`config.mk`:
```
export PLATFORM = sky130hd
export DESIGN_NAME = servo_cmd_ctrl_flat
export DESIGN_NICKNAME = d
export VERILOG_FILES = /design/src/rtl/servo_cmd_ctrl_if.sv /design/src/rtl/servo_cmd_ctrl.sv /design/src/flat_wrapper.sv
export SDC_FILE = /design/constraint.sdc
export NUM_CORES = 1
export LEC_CHECK = 0
export CORE_ASPECT_RATIO = 1.75
export CORE_MARGIN = 2
export CORE_UTILIZATION = 46
export CTS_CLUSTER_SIZE = 12
export DETAILED_ROUTE_END_ITERATION = 16
export GPL_TIMING_DRIVEN = 0
export HOLD_SLACK_MARGIN = 0.12
export PLACE_DENSITY = 0.7
export SKIP_CTS_REPAIR_TIMING = 1
export SLEW_MARGIN = 20
export SYNTH_ARGS = -nofsm -noshare
export SYNTH_HDL_FRONTEND = slang
export SYNTH_SLANG_ARGS = --single-unit
```
`constraint.sdc`:
```
create_clock -name clk -period 11.95 [get_ports clk]
set_input_delay 1.195 -clock clk [delete_from_list [all_inputs] [get_ports clk]]
set_output_delay 1.195 -clock clk [all_outputs]
set_load 0.1 [all_outputs]
```
`src/rtl/servo_cmd_ctrl_if.sv`:
```
// Position-command handshake between a command source and servo_cmd_ctrl.
// One 8-bit position per cmd_valid && cmd_ready transfer.
interface servo_cmd_ctrl_if;
  logic       cmd_valid;
  logic [7:0] cmd_pos;
  logic       cmd_ready;

  modport master (output cmd_valid, output cmd_pos, input cmd_ready);
  modport slave  (input cmd_valid, input cmd_pos, output cmd_ready);
endinterface

```
`src/rtl/servo_cmd_ctrl.sv`:
```
// Servo command sequencer: maps 8-bit positions to 1-2 ms pulse widths and slews duty once per frame.
// Single-entry command register; cmd_ready drops while a command waits for the next frame boundary.
module servo_cmd_ctrl #(
  parameter int unsigned CLK_FREQ       = 25_000_000,
  parameter int unsigned PERIOD         = 500_000,
  parameter int unsigned STEP           = 500,
  parameter int unsigned TIMEOUT_FRAMES = 50
) (
  input  logic                clk,
  input  logic                rst_n,
  servo_cmd_ctrl_if.slave     cmd,
  output logic [31:0]         duty_cycle,
  output logic [31:0]         period,
  output logic                frame_tick,
  output logic                at_target,
  output logic [1:0]          state
);

  localparam logic [31:0] P32      = 32'(PERIOD);
  localparam logic [31:0] STEP32   = 32'(STEP);
  localparam logic [31:0] DUTY_MIN = P32 / 32'd20;
  localparam logic [31:0] DUTY_MAX = P32 / 32'd10;
  localparam logic [31:0] SPAN     = DUTY_MAX - DUTY_MIN;
  localparam logic [31:0] NEUTRAL  = DUTY_MIN + SPAN / 32'd2;
  localparam int          IW       = (TIMEOUT_FRAMES < 1) ? 1 : $clog2(TIMEOUT_FRAMES + 1);
  localparam logic [IW-1:0] TO     = IW'(TIMEOUT_FRAMES);

  typedef enum logic [1:0] {
    S_IDLE     = 2'd0,
    S_TRACK    = 2'd1,
    S_FAILSAFE = 2'd2
  } state_e;

  logic [31:0]   fcnt_q, fcnt_d;
  logic          pend_vld_q, pend_vld_d;
  logic [31:0]   pend_tgt_q, pend_tgt_d;
  logic [31:0]   target_q, target_d;
  logic [31:0]   duty_q, duty_d;
  state_e        state_q, state_d;
  logic [IW-1:0] idle_q, idle_d;

  logic [39:0]   prod;
  logic [31:0]   cmd_target;
  logic [31:0]   diff;
  logic [IW-1:0] idle_inc;
  logic          tick;
  logic          xfer;

  always_comb begin
    prod       = 40'(cmd.cmd_pos) * 40'(SPAN);
    cmd_target = DUTY_MIN + 32'(prod / 40'd255);
    tick       = (fcnt_q == P32 - 32'd1);
    xfer       = cmd.cmd_valid && !pend_vld_q;
    idle_inc   = idle_q + IW'(1);
    diff       = '0;

    fcnt_d     = tick ? 32'd0 : fcnt_q + 32'd1;
    pend_vld_d = pend_vld_q;
    pend_tgt_d = pend_tgt_q;
    target_d   = target_q;
    duty_d     = duty_q;
    state_d    = state_q;
    idle_d     = idle_q;

    // A transfer on the tick cycle only fills the register; it is applied next frame.
    if (xfer) begin
      pend_vld_d = 1'b1;
      pend_tgt_d = cmd_target;
    end

    if (tick) begin
      if (pend_vld_q) begin
        target_d   = pend_tgt_q;
        pend_vld_d = 1'b0;
        idle_d     = '0;
        state_d    = S_TRACK;
      end else if (state_q == S_TRACK) begin
        idle_d = idle_inc;
        if (idle_inc == TO) begin
          state_d  = S_FAILSAFE;
          target_d = NEUTRAL;
        end
      end

      diff = (target_d >= duty_q) ? (target_d - duty_q) : (duty_q - target_d);
      if (STEP32 == 32'd0 || diff <= STEP32) begin
        duty_d = target_d;
      end else if (target_d > duty_q) begin
        duty_d = duty_q + STEP32;
      end else begin
        duty_d = duty_q - STEP32;
      end
    end
  end

  always_ff @(posedge clk or negedge rst_n) begin
    if (!rst_n) begin
      fcnt_q     <= '0;
      pend_vld_q <= 1'b0;
      pend_tgt_q <= '0;
      target_q   <= NEUTRAL;
      duty_q     <= NEUTRAL;
      state_q    <= S_IDLE;
      idle_q     <= '0;
    end else begin
      fcnt_q     <= fcnt_d;
      pend_vld_q <= pend_vld_d;
      pend_tgt_q <= pend_tgt_d;
      target_q   <= target_d;
      duty_q     <= duty_d;
      state_q    <= state_d;
      idle_q     <= idle_d;
    end
  end

  assign cmd.cmd_ready = !pend_vld_q;
  assign duty_cycle    = duty_q;
  assign period        = P32;
  assign frame_tick    = tick;
  assign at_target     = (duty_q == target_q);
  assign state         = 2'(state_q);

endmodule

```
`src/flat_wrapper.sv`:
```
// flat-port wrapper written by rule: the top's interface ports become plain ports
module servo_cmd_ctrl_flat 
#(
  parameter int unsigned CLK_FREQ       = 25_000_000,
  parameter int unsigned PERIOD         = 500_000,
  parameter int unsigned STEP           = 500,
  parameter int unsigned TIMEOUT_FRAMES = 50
)
  (clk, rst_n, duty_cycle, period, frame_tick, at_target, state, cmd_cmd_valid, cmd_cmd_pos, cmd_cmd_ready);
  servo_cmd_ctrl_if cmd_i ();
  input  logic clk;
  input  logic rst_n;
  output logic [31:0] duty_cycle;
  output logic [31:0] period;
  output logic frame_tick;
  output logic at_target;
  output logic [1:0] state;
  input wire logic [$bits(cmd_i.cmd_valid)-1:0] cmd_cmd_valid;
  input wire logic [$bits(cmd_i.cmd_pos)-1:0] cmd_cmd_pos;
  output wire logic [$bits(cmd_i.cmd_ready)-1:0] cmd_cmd_ready;
  assign cmd_i.cmd_valid = cmd_cmd_valid;
  assign cmd_i.cmd_pos = cmd_cmd_pos;
  assign cmd_cmd_ready = cmd_i.cmd_ready;
  servo_cmd_ctrl #(.CLK_FREQ(CLK_FREQ), .PERIOD(PERIOD), .STEP(STEP), .TIMEOUT_FRAMES(TIMEOUT_FRAMES)) u_core (.clk(clk), .rst_n(rst_n), .cmd(cmd_i), .duty_cycle(duty_cycle), .period(period), .frame_tick(frame_tick), .at_target(at_target), .state(state));
endmodule
```
==> results of run 1 <==
sequential cells by signal, indices dropped and copies added (netlist names):
register	count
u_core.state	2
u_core.pend_tgt_q	17
u_core.duty_cycle	32
u_core.target_q	32
u_core.pend_vld_q	1
u_core.fcnt_q	32
u_core.idle_q	6
worst max-delay path, delay by kind of cell:
family / cells / cell delay (ns)
fa+ha+maj: 6 / 1.98
simple gates: 12 / 2.83
mux: 3 / 0.89
compound gates: 20 / 5.13
xor+xnor: 1 / 0.17
buf+inv: 8 / 0.98
through the flow:
step	cells	util, %	TNS [ns]	cell area (µm²)
6_report	2723	58.6	-6.67	20100
5_1_grt	2723	58.6	-12.60	20100
4_1_cts	2624	52.6	-34.14	18100
3_5_place_dp	2592	50.9	-39.91	17500
3_3_place_gp	2591	50.8	-40.38	17400
2_1_floorplan	2084	-	-0.560	16400
cells in the final DEF (no fill, tap or decap), drive strengths merged, types with 21 or more instances in the layout:
master,Yosys,routed
a21o,57,57
a21oi,166,166
a31oi,21,21
and2,42,42
and3,21,21
buf,51,164
clkbuf,67,80
clkdlybuf4s50,0,38
conb,2,32
dfrtp,106,106
ha,150,150
inv,143,144
mux2i,33,33
nand2,204,204
nand2b,23,23
nand3,83,83
nand4,35,35
nor2,140,140
nor3,32,32
nor4,27,27
o211ai,21,21
o21a,21,21
o21ai,133,133
o21bai,44,44
xnor2,85,85
xor2,71,71
area by class of cell:
cell class	count	area (µm²)
inverters	143	544
fillers	3071	14200
well taps	460	576
repair buffers	155	1310
multi-input cells	1701	13400
flip-flops and latches	122	3070
clock inverters	14	170
clock buffers	18	439
plain buffers	109	614
repair inverters	1	5.00
routing by layer:
| layer | part of all wire, % | vias to the layer above | track usage, % |
|---|---|---|---|
| met2 | 54 | 460 | 51.7 |
| met3 | 2.9 | 219 | 2.68 |
| met1 | 35 | 7710 | 26.2 |
| met5 | 0 | - | 0 |
| met4 | 8.3 | 0 | 20.1 |
| li1 | - | 7729 | - |
cells by family after synthesis:
group	after synthesis	synth area share, %
xor gates and xnor gates	156	8.56
and+or+nand+nor	678	21.2
DFF	122	19.2
buffers and inverters	261	7.04
adders and majority gates	166	13.7
other	2	0.0470
muxes	43	2.90
AOI/OAI and AO/OA	626	27.3
path summary, 6_finish.rpt:
path                                                  from                                end  slack, ns  cells past startpoint
max                                         cmd_cmd_pos[4]   u_core.pend_tgt_q[0]$_DFFE_PN0P_      -0.92                     50
min                        u_core.target_q[12]$_DFFE_PN1P_    u_core.target_q[12]$_DFFE_PN1P_       0.47                      2
max reg2reg                   u_core.idle_q[0]$_DFFE_PN0P_  u_core.duty_cycle[31]$_DFFE_PN0P_       0.87                     58
min reg2reg                u_core.target_q[12]$_DFFE_PN1P_    u_core.target_q[12]$_DFFE_PN1P_       0.47                      2
max in group asynchronous                            rst_n     u_core.target_q[5]$_DFFE_PN1P_      10.42                      2
min in group asynchronous                            rst_n  u_core.duty_cycle[28]$_DFFE_PN0P_       0.74                      1
==> reports/metrics.csv, run 1 <==
stage,metric,value,unit
detailed_routing,final WL,52000,µm
die,Initial Util,46.5,%
timing,fin. max-slew vios,0,
timing,minimum setup slack in the final design,-0.921,ns
clock_tree,CTS Buf Count,17,
timing,Max-slew headroom,29.9,%
detailed_routing,DRT iter0 DRCs,832,
die,std cell rows,90,
placed_design,pre-CTS setup slack,-3.19,ns
clock_tree,Clock Pin Slew Worst Setup and Hold Paths,0.06,ns
setup_path,"Arr. time, crit path",13.18,ns
setup_path,WP data required,12.26,ns
yosys,most frequent cell after synthesis,nand2_1,
global_routing,vias in the first global route,15700,
yosys,Synth top area share,16.6,%
timing,RSZ-0062 raised after global routing,true,
setup_path,Critical Path Fanout Max,7,
die,Boundary Pins,80,
layout,Final nets,2426,
yosys,top_reg_cell synth,dfrtp_1,
detailed_routing,DR vias/cell,5.92,
detailed_routing,Remaining DRCs,0,
clock_tree,H-tree depth,4,
yosys,most frequent cells after synthesis,"202 x nand2_1, 165 x a21oi_1, 150 x ha_1",
setup_path,critical path startpoint category,primary input,
clock_tree,clock root buffer,clkbuf_16,
yosys,asr flop ratio synth,100,%
timing,post-route minimum period,12.87,ns
global_routing,initial antenna violation count,0,
yosys,Yosys reg bits,122,
clock_tree,clk_lat worst skew,0.43,ns
placed_design,Final HPWL DP,40400,µm
clock_tree,clock sinks,122,
setup_path,CP max-delay cell,fa_2,
setup_path,crit path kind,in2reg,
timing,Final Cycle Share,108,%
layout,Layout area overhead,25.9,%
detailed_routing,ANT nets after route,0,
global_routing,GR Overflow Total,0,
timing,skew final,0.00773,ns
placed_design,# port buffers,47,
timing,Max Clock Freq,0.0777,GHz
yosys,syn_area_per_cell,7.78,µm²
detailed_routing,DR WL/cell,19.1,µm
setup_path,largest incremental delay on the critical path,0.58,ns
yosys,Post-Synthesis Cell Area,16000,µm²
detailed_routing,drt first pass iters,5,
setup_path,CP Capture Type,flip-flop,
die,Core Area,34300,µm²
global_routing,gr usage total,27.2,%
timing,Slew @ Worst Pin,1.05,ns
die,Die Width,145,µm
global_routing,pin count of the biggest net entering global routing,66,
layout,layout cell share with drive strength beyond 1,21.2,%
timing,final setup violation count,15,
layout,Antenna diodes,0,
yosys,"area leader, netlist",dfrtp_1,
clock_tree,Max Root-Sink Buffers,2,
placed_design,gpl congestion,1.03,
die,Die Y,250,µm
timing,Fin. Hold Viols,0,
min_path,Hold Path Class,reg2reg,
die,die area,36300,µm²
yosys,Synth area leaders,"dfrtp_1 17%, ha_1 12%, a21oi_1 5.2%",
yosys,sequential-to-total area share from yosys stat,19.2,%
timing,Hold Slack,0.469,ns
yosys,unique cell type count in the Yosys netlist,116,
outcome,status,"finished, violations left",
global_routing,global-route wire length before repair,78300,µm
outcome,failing checks,setup timing,
yosys,Yosys Warn Count,0,
run,Max Cap Violations,0,
detailed_routing,via count,16100,
yosys,Syn Inst Count,2054,
yosys,Post-synth EDFFs,0,
clock_tree,CTS tree,built,
Power of run 1 is not shown: default switching activity piles up to over one toggle a cycle in this logic, so the estimate is an artifact.
==> run 2: changes to the inputs <==
--- a/config.mk
+++ b/config.mk
@@ -11,7 +11,6 @@
 export CTS_CLUSTER_SIZE = 12
 export DETAILED_ROUTE_END_ITERATION = 16
 export GPL_TIMING_DRIVEN = 0
-export HOLD_SLACK_MARGIN = 0.12
 export PLACE_DENSITY = 0.7
 export SKIP_CTS_REPAIR_TIMING = 1
 export SLEW_MARGIN = 20
==> results of run 2 <==
Same layout as run 1: the final DEF is identical, and so are final timing and power.
Power of run 2 is left out for the same reason.
